==> config.mk <==
export PLATFORM = sky130hd
export DESIGN_NAME = jtvigil_pal_writer
export DESIGN_NICKNAME = d
export VERILOG_FILES = /design/src/rtl/jtvigil_pal_pkg.sv /design/src/rtl/jtvigil_pal_fifo.sv /design/src/rtl/jtvigil_pal_writer.sv
export SDC_FILE = /design/constraint.sdc
export NUM_CORES = 1
export LEC_CHECK = 0
export ABC_AREA = 1
export CORE_ASPECT_RATIO = 0.8
export CORE_MARGIN = 3
export CORE_UTILIZATION = 51
export CTS_CLUSTER_SIZE = 12
export DETAILED_ROUTE_END_ITERATION = 8
export GPL_ROUTABILITY_DRIVEN = 0
export GPL_TIMING_DRIVEN = 0
export PLACE_DENSITY = 0.84
export REMOVE_ABC_BUFFERS = 1
export SYNTH_ARGS = -nofsm -noshare
export SYNTH_HDL_FRONTEND = slang
export SYNTH_SLANG_ARGS = --single-unit
==> constraint.sdc <==
create_clock -name clk -period 2.3 [get_ports clk]
set_input_delay 0.46 -clock clk [delete_from_list [all_inputs] [get_ports clk]]
set_output_delay 0.46 -clock clk [all_outputs]
set_load 0.03 [all_outputs]
==> src/rtl/jtvigil_pal_pkg.sv <==
// Shared palette constants for the Vigilante video core.
// The colour mixer and the palette writer both use this byte layout.
package jtvigil_pal_pkg;

    localparam int PAL_AW = 11;
    localparam int PAL_DW = 8;

    // Palette byte address layout: {bank, colour, sub-byte}
    typedef struct packed {
        logic       bank;
        logic [7:0] colour;
        logic [1:0] sub;
    } pal_addr_t;

    function automatic logic [PAL_AW-1:0] pal_addr(input logic       bank,
                                                   input logic [7:0] colour,
                                                   input logic [1:0] sub);
        pal_addr_t a;
        a.bank   = bank;
        a.colour = colour;
        a.sub    = sub;
        return a;
    endfunction

endpackage

==> src/rtl/jtvigil_pal_fifo.sv <==
// Small synchronous show-ahead FIFO holding queued CPU palette writes.
// Pointers carry one extra wrap bit so full and empty are distinguishable.
module jtvigil_pal_fifo #(
    parameter int W       = 19,
    parameter int FIFO_AW = 2
) (
    input  logic         rst,
    input  logic         clk,
    input  logic         push,
    input  logic         pop,
    input  logic [W-1:0] din,
    output logic [W-1:0] dout,
    output logic         empty,
    output logic         full
);

    localparam int DEPTH = 1 << FIFO_AW;

    logic [W-1:0]     mem [DEPTH];
    logic [FIFO_AW:0] wr_ptr, rd_ptr;
    logic             push_ok, pop_ok;

    assign empty   = wr_ptr == rd_ptr;
    assign full    = (wr_ptr[FIFO_AW] != rd_ptr[FIFO_AW]) &&
                     (wr_ptr[FIFO_AW-1:0] == rd_ptr[FIFO_AW-1:0]);
    // A pop frees the slot this cycle, so a full FIFO can still accept a push
    assign push_ok = push & (~full | pop);
    assign pop_ok  = pop & ~empty;
    assign dout    = mem[rd_ptr[FIFO_AW-1:0]];

    // NOTE: storage has no reset; the pointers alone define which entries are valid.
    always_ff @(posedge clk) begin
        if (push_ok) mem[wr_ptr[FIFO_AW-1:0]] <= din;
    end

    // NOTE: sequential state uses non-blocking assignments so every register samples pre-edge values.
    always_ff @(posedge clk or posedge rst) begin
        if (rst) begin
            wr_ptr <= '0;
            rd_ptr <= '0;
        end else begin
            if (push_ok) wr_ptr <= wr_ptr + (FIFO_AW+1)'(1);
            if (pop_ok)  rd_ptr <= rd_ptr + (FIFO_AW+1)'(1);
        end
    end

endmodule

==> src/rtl/jtvigil_pal_writer.sv <==
// Palette RAM write side: clears the palette after reset, then replays
// queued CPU writes onto the RAM port, optionally only during blanking.
import jtvigil_pal_pkg::*;

module jtvigil_pal_writer #(
    parameter int AW         = PAL_AW,
    parameter int FIFO_AW    = 2,
    parameter int BLANK_ONLY = 0
) (
    input  logic          rst,
    input  logic          clk,
    input  logic          LHBL,
    input  logic          LVBL,
    input  logic [AW-1:0] main_addr,
    input  logic [7:0]    main_dout,
    input  logic          pal_wr,
    output logic          fifo_full,
    output logic          overflow,
    output logic          clr_busy,
    output logic [AW-1:0] ram_addr,
    output logic [7:0]    ram_din,
    output logic          ram_we
);

    typedef enum logic {
        CLEAR,
        RUN
    } state_t;

    state_t          state, state_nxt;
    logic [AW-1:0]   cnt;
    logic [AW+7:0]   fifo_dout;
    logic            fifo_empty;
    logic            pop;
    logic            wr_ok;
    logic            we_nxt;
    logic [AW-1:0]   addr_nxt;
    logic [7:0]      din_nxt;

    jtvigil_pal_fifo #(
        .W       (AW + 8),
        .FIFO_AW (FIFO_AW)
    ) u_fifo (
        .rst   (rst),
        .clk   (clk),
        .push  (pal_wr),
        .pop   (pop),
        .din   ({main_addr, main_dout}),
        .dout  (fifo_dout),
        .empty (fifo_empty),
        .full  (fifo_full)
    );

    assign wr_ok = (BLANK_ONLY == 0) || ~LHBL || ~LVBL;

    // NOTE: every always_comb output gets a default first, so no path can infer a latch.
    always_comb begin
        state_nxt = state;
        pop       = 1'b0;
        we_nxt    = 1'b0;
        addr_nxt  = ram_addr;
        din_nxt   = ram_din;
        case (state)
            CLEAR: begin
                we_nxt   = 1'b1;
                addr_nxt = cnt;
                din_nxt  = 8'h00;
                if (cnt == '1) state_nxt = RUN;
            end
            RUN: begin
                if (!fifo_empty && wr_ok) begin
                    pop      = 1'b1;
                    we_nxt   = 1'b1;
                    addr_nxt = fifo_dout[AW+7:8];
                    din_nxt  = fifo_dout[7:0];
                end
            end
            default: state_nxt = CLEAR;
        endcase
    end

    always_ff @(posedge clk or posedge rst) begin
        if (rst) begin
            state    <= CLEAR;
            cnt      <= '0;
            clr_busy <= 1'b1;
            overflow <= 1'b0;
            ram_we   <= 1'b0;
            ram_addr <= '0;
            ram_din  <= 8'h00;
        end else begin
            state    <= state_nxt;
            if (state == CLEAR) cnt <= cnt + AW'(1);
            // Stays high until the last sweep write has been presented
            clr_busy <= (state == CLEAR);
            if (pal_wr && fifo_full && !pop) overflow <= 1'b1;
            ram_we   <= we_nxt;
            ram_addr <= addr_nxt;
            ram_din  <= din_nxt;
        end
    end

endmodule

# --- After elaboration in Yosys (flattened, before gate mapping) ---
# Memories as Yosys holds them, arrays and structs flattened.
# Cells that the tools add are included.
classes:
  n_reduce_logical: 4
  n_mux: 11
  n_addsub: 3
  n_eq_ne: 5
  bitwise: 6
ops:
  columns: ["op", "n"]
  rows:
  - ["11-bit case mux with 2 select lines", 1]
  - ["8-bit case mux with 2 select lines", 1]
  - ["11-bit by 1-bit adder with 11-bit output (second input constant)", 1]
  - ["11-bit equality test (second input constant)", 1]
  - ["11-bit two-way mux", 1]
  - ["8-bit two-way mux", 1]
  - ["3-bit by 1-bit adder with 3-bit output (second input constant)", 2]
  - ["1-bit two-way mux", 6]
  - ["3-bit equality test", 1]
  - ["1-bit logical AND", 3]
  - ["1-bit inverter", 3]
  - ["1-bit AND", 2]
  - ["2-bit equality test", 1]
  - ["2-bit inequality test (second input constant)", 1]
  - ["1-bit case mux with 2 select lines", 1]
  - ["1-bit zero test", 1]
  - ["1-bit inequality test", 1]
  - ["1-bit bitwise OR", 1]
totals:
  ram_bits: 76
  n_memories: 1
  reg_bits: 40
  input_bits: 24
  out_inout_bits: 23
memory_table:
  columns: ["memory", "depth", "word_bits", "read_ports", "rd_ports_with_merged_regs", "wr", "line", "rtl"]
  rows:
  - ["u_fifo.mem", 4, 19, 1, 0, 1, "jtvigil_pal_fifo.sv:19", "logic [W-1:0] mem [DEPTH];"]

# --- Longest topological paths before layout ---
# Gate-level depths: netlist of run 1.
depth:
  depth_word: 7
  mapped_depth: 9
  depth_no_buf: 8

# --- Cells and area by module ---
# From an unflattened synthesis of run 1, not the netlist that was laid out.
hier_totals:
  cells_unflattened: 399
  hier_area_um2: 4745.8
modules_own_cells:
  columns: ["module", "cells_each", "area_per_inst_um2", "seq_area_each_um2", "n_inst"]
  rows:
  - ["jtvigil_pal_fifo", 246, 3240.6, 2432.3, 1]
  - ["jtvigil_pal_writer", 153, 1505.2, 852.1, 1]

# --- Least setup slack after synthesis of run 1 ---
# OpenSTA, ideal clock, no wires.
synth_timing:
  path_kind: "reg2reg"
  startpoint: "reg u_fifo.rd_ptr[0]"
  endpoint: "mem u_fifo.mem[1][0], enable pin"
  path_slack_ns: 0.144
  required_time_ns: 1.905
  setup_time_ns: 0.395
  synth_period_minus_slack_ns: 2.156
  path_stages_with_launch: 6
  arrival_time_ns: 1.761
  cell_sequence: "dfrtp_1 > buf_4 > xnor2_2 > nand4_1 > nand2_2 > nor2_1"
synth_between:
  elab_chain_cells: 7
  elab_cells_between_ends: 10
synth_lines:
  columns: ["item", "line", "rtl"]
  rows:
  - ["start, declared", "jtvigil_pal_fifo.sv:20", "logic [FIFO_AW:0] wr_ptr, rd_ptr;"]
  - ["start signal, assigned", "jtvigil_pal_fifo.sv:43", "if (pop_ok) rd_ptr <= rd_ptr + (FIFO_AW+1)'(1);"]
  - ["3-bit equality test or 2-bit equality test (tied branches)", "jtvigil_pal_fifo.sv:23, jtvigil_pal_fifo.sv:25", null]
  - ["1-bit two-way mux or 1-bit logical AND (tied branches)", "jtvigil_pal_writer.sv:71, jtvigil_pal_fifo.sv:24", null]
  - ["1-bit two-way mux or 1-bit inverter (tied branches)", "jtvigil_pal_writer.sv:63, jtvigil_pal_fifo.sv:27", null]
  - ["1-bit bitwise OR (*)", "jtvigil_pal_fifo.sv:27", "assign push_ok = push & (~full | pop);"]
  - ["1-bit AND (*)", "jtvigil_pal_fifo.sv:27", null]
  - ["1-bit two-way mux (*)", "jtvigil_pal_fifo.sv:33", "if (push_ok) mem[wr_ptr[FIFO_AW-1:0]] <= din;"]
  - ["1-bit two-way mux (implied by the code) (*)", "jtvigil_pal_fifo.sv:33", null]
  - ["end, declared", "jtvigil_pal_fifo.sv:19", null]
# Mark *: on every way between the ends. The rest lies on a longest branch, timed or not.

# --- Final worst setup path of run 1 ---
layout_timing:
  startpoint: "reg u_fifo.rd_ptr[1]"
  endpoint: "out fifo_full"
layout_between:
  elab_chain_cells: 2
layout_lines:
  columns: ["item", "line", "rtl"]
  rows:
  - ["2-bit equality test", "jtvigil_pal_fifo.sv:25", "(wr_ptr[FIFO_AW-1:0] == rd_ptr[FIFO_AW-1:0]);"]
  - ["1-bit logical AND", "jtvigil_pal_fifo.sv:24", "assign full = (wr_ptr[FIFO_AW] != rd_ptr[FIFO_AW]) &&"]
  - ["end, declared", "jtvigil_pal_writer.sv:17", "output logic fifo_full,"]
# No other way between the ends.

==> results.txt, run 1 <==
----------------------------------------------------
[Outcome]
  Status ... complete, no violations

[Synth]
  Post-Synthesis Mean Instance Area ... around 10 µm²
  Number of enable flip-flop cells after synthesis ... 76
  Area share of xor/xnor cells in the synthesized design ... 0.0226
  Number of warnings issued by yosys ... 0
  Fraction of the mapped netlist area in compound gates ... 0.0297
  Area fraction in and, or, nand and nor cells after synthesis ... 0.198
  Share of synthesized area spent on multiplexers ... 0
  Synth cell types ... 28
  Netlist area before placement ... roughly 5000 µm²
  Post-Synth Adder-Cell Area ... 0.0151
  Sequential area share after synthesis ... 0.660
  Async S/R FF share, synth ... 0.345
  Ys flop type ... sky130_fd_sc_hd__edfxtp_1
  Number of storage elements in the synthesis netlist ... roughly 120
  Instance count of the mapped netlist ... 474
  Main combinational cell family by area after synthesis ... simple AND/OR/NAND/NOR gates

[Critical path]
  Endpoint of the worst-slack reg-to-reg timing path ... u_fifo.mem[1][11]
  Required arrival time at the worst endpoint ... roughly 1800 ps
  Arrival time of data at the critical path endpoint ... about 1800 ps
  End point of the critical path ... fifo_full
  Start of the worst register-to-register path ... u_fifo.rd_ptr[1]
  Crit. Startpoint ... u_fifo.rd_ptr[1]
  Maximum fanout along the worst path ... 21
  FF-to-FF path depth ... 7
  Nature of the critical path endpoint ... output port
  Startpoint types ... flop
  Start-to-end type of the worst setup path ... flop to output port
  Worst setup slack for register-to-register paths ... 110 ps

[Layout]
  Leading cell type in the layout, fill and taps excluded ... sky130_fd_sc_hd__nand2_1
  Count of filler cells inserted in the layout ... 681
  Count of non-filler cells in the finished layout ... approximately 650
  Relative area change from synthesis to final layout ... 24.3%
  Most used cells in the layout excluding fill and tap cells ... sky130_fd_sc_hd__nand2_1, sky130_fd_sc_hd__edfxtp_1, sky130_fd_sc_hd__inv_1
  Diode count ... 0
  Register cell area after layout ... between 3000 and 4000 µm²
  Share of post-route cells with drive strength above 1 ... 0.119
  Area used by multi-input combinational logic ... 1350 µm²
  Final nets ... 553

[Detailed routing]
  Number of vias per cell after detailed routing ... about 5.4
  Number of iterations in the first detailed-routing pass ... 6
  Total via count after detailed routing ... around 3,500
  Number of DRC violations after detailed-routing iteration 0 ... between 300 and 400
  Total wire length after detailed routing ... 10,900 µm
  Average detailed-routed wire length per instance ... between 15 and 20 µm
  DRC violation count after routing ... 0
  Final ANT Viol Nets ... 0

[STA]
  Fin crit share ... 0.963
  Setup repair after global routing missed its margin ... yes
  Minimum period implied by the final worst setup slack ... around 2200 ps
  Final hold violation count ... 0
  Worst rel slew slack ... 0.410
  Highest achievable clock rate ... 452 MHz
  Transition time at the pin with the least slew margin ... just under 900 ps
  Final slew viol count ... 0
  Total Neg Setup Slack ... 0 ps
  Worst setup skew after layout ... between 20 and 25 ps
  Setup violators final ... 0

[Clocking]
  Clock tree from TritonCTS ... built
  Deepest level of the CTS H-tree ... 4
  Num Clock Sinks ... between 100 and 150
  Worst-skew pair later-pin latency ... between 400 and 500 ps
  CTS Buf Count ... 17
  Clock transition at the registers of the reported paths ... around 50 ps
  CTS Root Cell ... sky130_fd_sc_hd__clkbuf_16
  Max Root-Sink Buffers ... 2

[Global route]
  Largest net degree at the start of global routing ... 44
  Overflow left after global routing ... 0
  Antenna violations before repair ... 0
  Global-route wire length before repair ... about 17,000 µm
  Number of global-route vias before repair ... between 3,000 and 4,000
  Overall Global Routing Usage ... 0.216

[Floorplanning]
  I/O pin cnt ... 47
  Chip Width ... approximately 120 µm
  Core Box Area ... slightly above 9000 µm²
  Vertical die dimension ... between 90 and 100 µm
  Cell Rows ... 31
  Starting density of the core ... 0.537
  Die Outline Area ... 11,000 µm²

[Power]
  Static Leak ... ~2.7 nW
  Power density over the cells ... 1000 nW/µm²
  Max IR drop VDD ... about 0.77 mV

[Min path]
  Class of the worst hold path ... flop to flop

[Placed design]
  IO Port Bufs ... 44
  Post-detailed-placement half-perimeter wirelength ... roughly 6600 µm
  Post-placement cell count ... 617

[Flow run]
  Count of max-cap constraint violations ... 0

----------------------------------------------------
## routing by layer
metal / routed length [µm] / part of all wire / vias up / track usage
li1: - / - / 1662 / -
met1: 4300 / 0.40 / 1679 / 0.264
met2: 5420 / 0.50 / 138 / 0.351
met3: 948 / 0.087 / 20 / 0.0753
met4: 190 / 0.018 / 0 / 0.0870
met5: 0 / 0 / - / 0
## worst min-delay path by stage
stage,slack (ps),start,cells past startpoint,end
6_report,470,ram_addr[0],2,ram_addr[0]
5_1_grt,500,ram_din[6],2,ram_din[6]
4_1_cts,480,ram_addr[0],2,ram_addr[0]
3_5_place_dp,460,ram_addr[0],2,ram_addr[0]
3_3_place_gp,460,overflow,1,overflow
2_1_floorplan,470,cnt[10],2,ram_addr[10]
## what timing repair did
| action | CTS | global route |
|---|---|---|
| setup endpoints to repair | 99 | 61 |
| gates resized for setup | 11 | 3 |
| cloned | 0 | 0 |
| setup buffers | 1 | 1 |
| hold buffers | 0 | 0 |
## synthesized netlist by cell type (2+ instances only)
library cell / n / area share
sky130_fd_sc_hd__buf_2: 7 / 0.0070
sky130_fd_sc_hd__buf_4: 6 / 0.0091
sky130_fd_sc_hd__buf_6: 2 / 0.0045
sky130_fd_sc_hd__clkbuf_1: 5 / 0.0038
sky130_fd_sc_hd__dfrtp_1: 39 / 0.20
sky130_fd_sc_hd__edfxtp_1: 76 / 0.46
sky130_fd_sc_hd__ha_1: 6 / 0.015
sky130_fd_sc_hd__inv_1: 59 / 0.045
sky130_fd_sc_hd__inv_2: 4 / 0.0030
sky130_fd_sc_hd__nand2_1: 129 / 0.097
sky130_fd_sc_hd__nand2_2: 5 / 0.0063
sky130_fd_sc_hd__nand3_1: 50 / 0.050
sky130_fd_sc_hd__nand4_1: 12 / 0.015
sky130_fd_sc_hd__nor2_1: 27 / 0.020
sky130_fd_sc_hd__nor2_2: 2 / 0.0025
sky130_fd_sc_hd__o21ai_0: 13 / 0.013
sky130_fd_sc_hd__o21ai_1: 5 / 0.0050
sky130_fd_sc_hd__o22ai_1: 8 / 0.010
sky130_fd_sc_hd__xnor2_1: 5 / 0.0088
sky130_fd_sc_hd__xor2_1: 6 / 0.011
## through the flow
step | area (µm²) | hold WS, ps | worst slack [ps] | util | power, mW
floorplan | 4850 | 466 | -318 | - | 3.18
global placement | 5440 | 462 | -1500 | 0.586 | 3.42
detailed placement | 5520 | 464 | -640 | 0.595 | 3.55
CTS | 6160 | 479 | 23.1 | 0.664 | 6.21
global route | 6180 | 500 | -26.0 | 0.667 | 6.44
finish | 6180 | 473 | 85.3 | 0.667 | 6.20
## power breakdown
group	switching [mW]	internal [mW]
combinational	0.589	0.287
sequential	0.113	2.55
clock	0.929	1.73
total	1.63	4.57
## sequential cells by signal, indices dropped and copies added, names as in the netlist
register and flops:
u_fifo.wr_ptr 3, overflow 1, u_fifo.rd_ptr 3, ram_din 8, state 1, clr_busy 1, u_fifo.mem 76, ram_we 1
ram_addr 11, cnt 11
## layout make-up
type	instances	share of cell area
Tap cell	115	0.0233
Timing Repair Buffer	50	0.0868
Clock buffer	22	0.0854
Inverter	64	0.0401
Sequential cell	116	0.533
Multi-Input combinational cell	274	0.218
Clock inverter	10	0.0140
## kinds of logic after synthesis
| logic type | Yosys count |
|---|---|
| adder cells (fa/ha/maj) | 6 |
| AND/OR/NAND/NOR | 229 |
| XOR/XNOR | 12 |
| buffers and inverters | 84 |
| flip-flops | 116 |
| AO/OA/AOI/OAI | 27 |
## critical path: stages, from the launching register on
cell and delay, ps:
sky130_fd_sc_hd__dfrtp_4 540, sky130_fd_sc_hd__inv_4 150, sky130_fd_sc_hd__nand2_2 90, sky130_fd_sc_hd__nand2_2 60, sky130_fd_sc_hd__nor3_1 170, sky130_fd_sc_hd__clkdlybuf4s15_2 320
Note: power is estimated with default switching activity, not from simulation.
==> inputs of run 2 (changes only) <==
--- a/config.mk
+++ b/config.mk
@@ -8,12 +8,13 @@
 export ABC_AREA = 1
 export CORE_ASPECT_RATIO = 0.8
 export CORE_MARGIN = 3
-export CORE_UTILIZATION = 51
+export CORE_UTILIZATION = 35
+export CTS_CLUSTER_DIAMETER = 30
 export CTS_CLUSTER_SIZE = 12
 export DETAILED_ROUTE_END_ITERATION = 8
 export GPL_ROUTABILITY_DRIVEN = 0
 export GPL_TIMING_DRIVEN = 0
-export PLACE_DENSITY = 0.84
+export PLACE_DENSITY = 0.64
 export REMOVE_ABC_BUFFERS = 1
 export SYNTH_ARGS = -nofsm -noshare
 export SYNTH_HDL_FRONTEND = slang
==> run 2 against run 1 <==
  * Routed wire length is 0.21% higher
  * Design area rose by 2.2%
  * Hold slack worse by 2.9 ps
  * Clock-buffer cell count fell by 4
  * Critical path depth is 2 lower
  * Combinational power up 6.3%
  * Sequential share of layout area is 1.2 points lower
==> results.txt, run 2 (same netlist as run 1, synthesis figures left out) <==
----------------------------------------------------
[Outcome]
  Status ... complete, no violations

[Layout]
  Post-route cell area ... 6320 µm² (+2.2%)
  Register cell area after layout ... 3300 µm² (unchanged)
  Count of non-filler cells in the finished layout ... 719 (+10%)
  Diode count ... 0 (unchanged)
  Leading cell type in the layout, fill and taps excluded ... sky130_fd_sc_hd__nand2_1
  Count of filler cells inserted in the layout ... 1,220 (+79%)
  Relative area change from synthesis to final layout ... 27.1%
  Share of post-route cells with drive strength above 1 ... 0.122 (+0.00305)
  Area used by multi-input combinational logic ... 1370 µm² (+1.5%)
  Most used cells in the layout excluding fill and tap cells ... sky130_fd_sc_hd__nand2_1, sky130_fd_sc_hd__edfxtp_1, sky130_fd_sc_hd__inv_1
  Final nets ... 556 (+0.54%)
  Max reg flops ... 76 (unchanged)

[Detailed routing]
  Total via count after detailed routing ... 3,395 (-3.0%)
  Average detailed-routed wire length per instance ... 15.1 µm (-9.3%)
  Number of DRC violations after detailed-routing iteration 0 ... 252 (-31%)
  Number of vias per cell after detailed routing ... 4.72 (-12%)
  Number of iterations in the first detailed-routing pass ... 5 (-1)
  Total wire length after detailed routing ... 10,900 µm (+0.21%)
  Final ANT Viol Nets ... 0 (unchanged)
  DRC violation count after routing ... 0 (unchanged)

[Critical path]
  Required arrival time at the worst endpoint ... 1840 ps (about the same)
  Worst setup slack for register-to-register paths ... 140 ps (+30 ps)
  Endpoint of the worst-slack reg-to-reg timing path ... u_fifo.mem[2][5]
  End point of the critical path ... fifo_full
  Maximum fanout along the worst path ... 23 (+9.5%)
  CP max stage delay ... 610 ps (+70 ps)
  Max stage delay cell, worst path ... sky130_fd_sc_hd__dfrtp_4
  Nature of the critical path endpoint ... output port
  Startpoint types ... flop
  Start of the worst register-to-register path ... u_fifo.rd_ptr[1]
  Arrival time of data at the critical path endpoint ... 1710 ps (-40 ps)
  Cell-by-cell trace of the critical path ... xor2_1 -> nor3_2 -> clkdlybuf4s15_2
  Start-to-end type of the worst setup path ... flop to output port
  Crit. Startpoint ... u_fifo.rd_ptr[0]
  FF-to-FF path depth ... 7 (unchanged)

[STA]
  Worst setup skew after layout ... 9.07 ps (-12.6 ps)
  Hold slack ... 470 ps (-2.86 ps)
  Final slew viol count ... 0 (unchanged)
  Highest achievable clock rate ... 461 MHz (+2.0%)
  Transition time at the pin with the least slew margin ... 877 ps (-6.45 ps)
  Setup violators final ... 0 (unchanged)
  Fin crit share ... 0.944 (-0.0189)
  Worst rel slew slack ... 0.414 (+0.00431)
  Total Neg Setup Slack ... 0 ps (unchanged)
  Final hold violation count ... 0 (unchanged)
  Minimum period implied by the final worst setup slack ... 2170 ps (-43.4 ps)

[Placed design]
  Post-placement cell count ... 682 (+11%)
  Cell Area, Placed ... 5600 µm² (+1.5%)
  IO Port Bufs ... 44 (unchanged)
  Post-detailed-placement half-perimeter wirelength ... 6730 µm (+2.1%)

[Global route]
  Overall Global Routing Usage ... 0.147 (-0.0690)
  Largest net degree at the start of global routing ... 41 (-6.8%)
  Antenna violations before repair ... 0 (unchanged)
  Global-route wire length before repair ... 17,700 µm (+1.2%)
  Number of global-route vias before repair ... 3,456 (-4.5%)
  Overflow left after global routing ... 0 (unchanged)

[Floorplanning]
  Cell Rows ... 38 (+23%)
  Core Box Area ... 13,700 µm² (+48%)
  Vertical die dimension ... 113 µm (+19%)
  Die Outline Area ... 15,700 µm² (+43%)
  I/O pin cnt ... 47 (unchanged)
  Starting density of the core ... 0.362 (-0.175)
  Chip Width ... 139 µm (+20%)

[Power]
  Power density over the cells ... 998 nW/µm² (-0.49%)
  Max IR drop VDD ... 0.630 mV (-18%)
  Static Leak ... 2.66 nW (about the same)
  Sum of internal, switching and leakage power ... 6.31 mW (+1.7%)

[Clocking]
  Clock tree from TritonCTS ... built
  Num Clock Sinks ... 116 (unchanged)
  Clock transition at the registers of the reported paths ... 50 ps (about the same)
  Cts hold-fix bufs ... 0 (unchanged)
  Max Root-Sink Buffers ... 2 (unchanged)
  Worst-skew pair later-pin latency ... 410 ps (about the same)
  CTS Buf Count ... 17 (unchanged)
  Deepest level of the CTS H-tree ... 4 (unchanged)
  CTS Root Cell ... sky130_fd_sc_hd__clkbuf_16

[Min path]
  Class of the worst hold path ... flop to flop

[Flow run]
  Count of max-cap constraint violations ... 0 (unchanged)

----------------------------------------------------
## run 2: changes by cell type in the layout (fill, tap and decap cells not counted), moves of 2 or more
cell | before | now
sky130_fd_sc_hd__buf_4 | 1 | 3
sky130_fd_sc_hd__inv_4 | 4 | 1
sky130_fd_sc_hd__clkbuf_16 | 20 | 17
sky130_fd_sc_hd__bufinv_16 | 1 | 4
sky130_fd_sc_hd__nor2_2 | 4 | 2
sky130_fd_sc_hd__clkinvlp_4 | 0 | 4
sky130_fd_sc_hd__nor2_4 | 3 | 5
sky130_fd_sc_hd__clkbuf_8 | 2 | 0
## run 2: what timing repair did
item | 4_1_cts | 5_1_grt
buffers inserted | 2 | 3
endpoints found under the setup margin | 103 | 47
resized for setup | 16 | 2
pin swaps | 0 | 1
## run 2: final cells by class
class,instances,area share
Clock buffer,18,0.0679
Clock inverter,14,0.0295
Inverter,64,0.0392
Multi-Input combinational cell,274,0.216
Sequential cell,116,0.521
Tap cell,180,0.0356
Timing Repair Buffer,53,0.0905
## run 2: stage by stage
| step | worst slack [ps] | util |
|---|---|---|
| after detailed placement | -902 | 0.408 |
| after CTS | 4.97 | 0.457 |
| after floorplan | -318 | - |
| after global placement | -1740 | 0.402 |
| after global routing | -8.51 | 0.460 |
| final | 129 | 0.460 |
## run 2: how the worst min path moves through the flow
| stage | startpoint | end | slack [ps] | depth (start not counted) |
|---|---|---|---|---|
| CTS | overflow | overflow | 480 | 1 |
| global placement | ram_din[1] | ram_din[1] | 460 | 2 |
| global route | ram_addr[0] | ram_addr[0] | 500 | 2 |
| detailed placement | overflow | overflow | 460 | 1 |
| floorplan | cnt[10] | ram_addr[10] | 470 | 2 |
| finish | overflow | overflow | 470 | 1 |
## run 2: where the power goes
group / internal, mW / switching [mW]
Combinational: 0.315 / 0.615
Sequential: 2.55 / 0.105
Clock: 1.80 / 0.922
Total: 4.67 / 1.64
## run 2: per-layer routing
metal | vias up | global-route usage | wire length, µm
met2 | 75 | 0.239 | 5240
li1 | 1658 | - | -
met3 | 9 | 0.0532 | 595
met4 | 0 | 0.0411 | 80
met1 | 1653 | 0.187 | 4960
met5 | - | 0 | 0
## run 2: worst max-delay path, delay by kind of cell (launching register included)
kind,cells,cell delay (ps)
and+or+nand+nor,1,160
xor gates and xnor gates,1,220
buffers and inverters,1,320
DFF,1,610
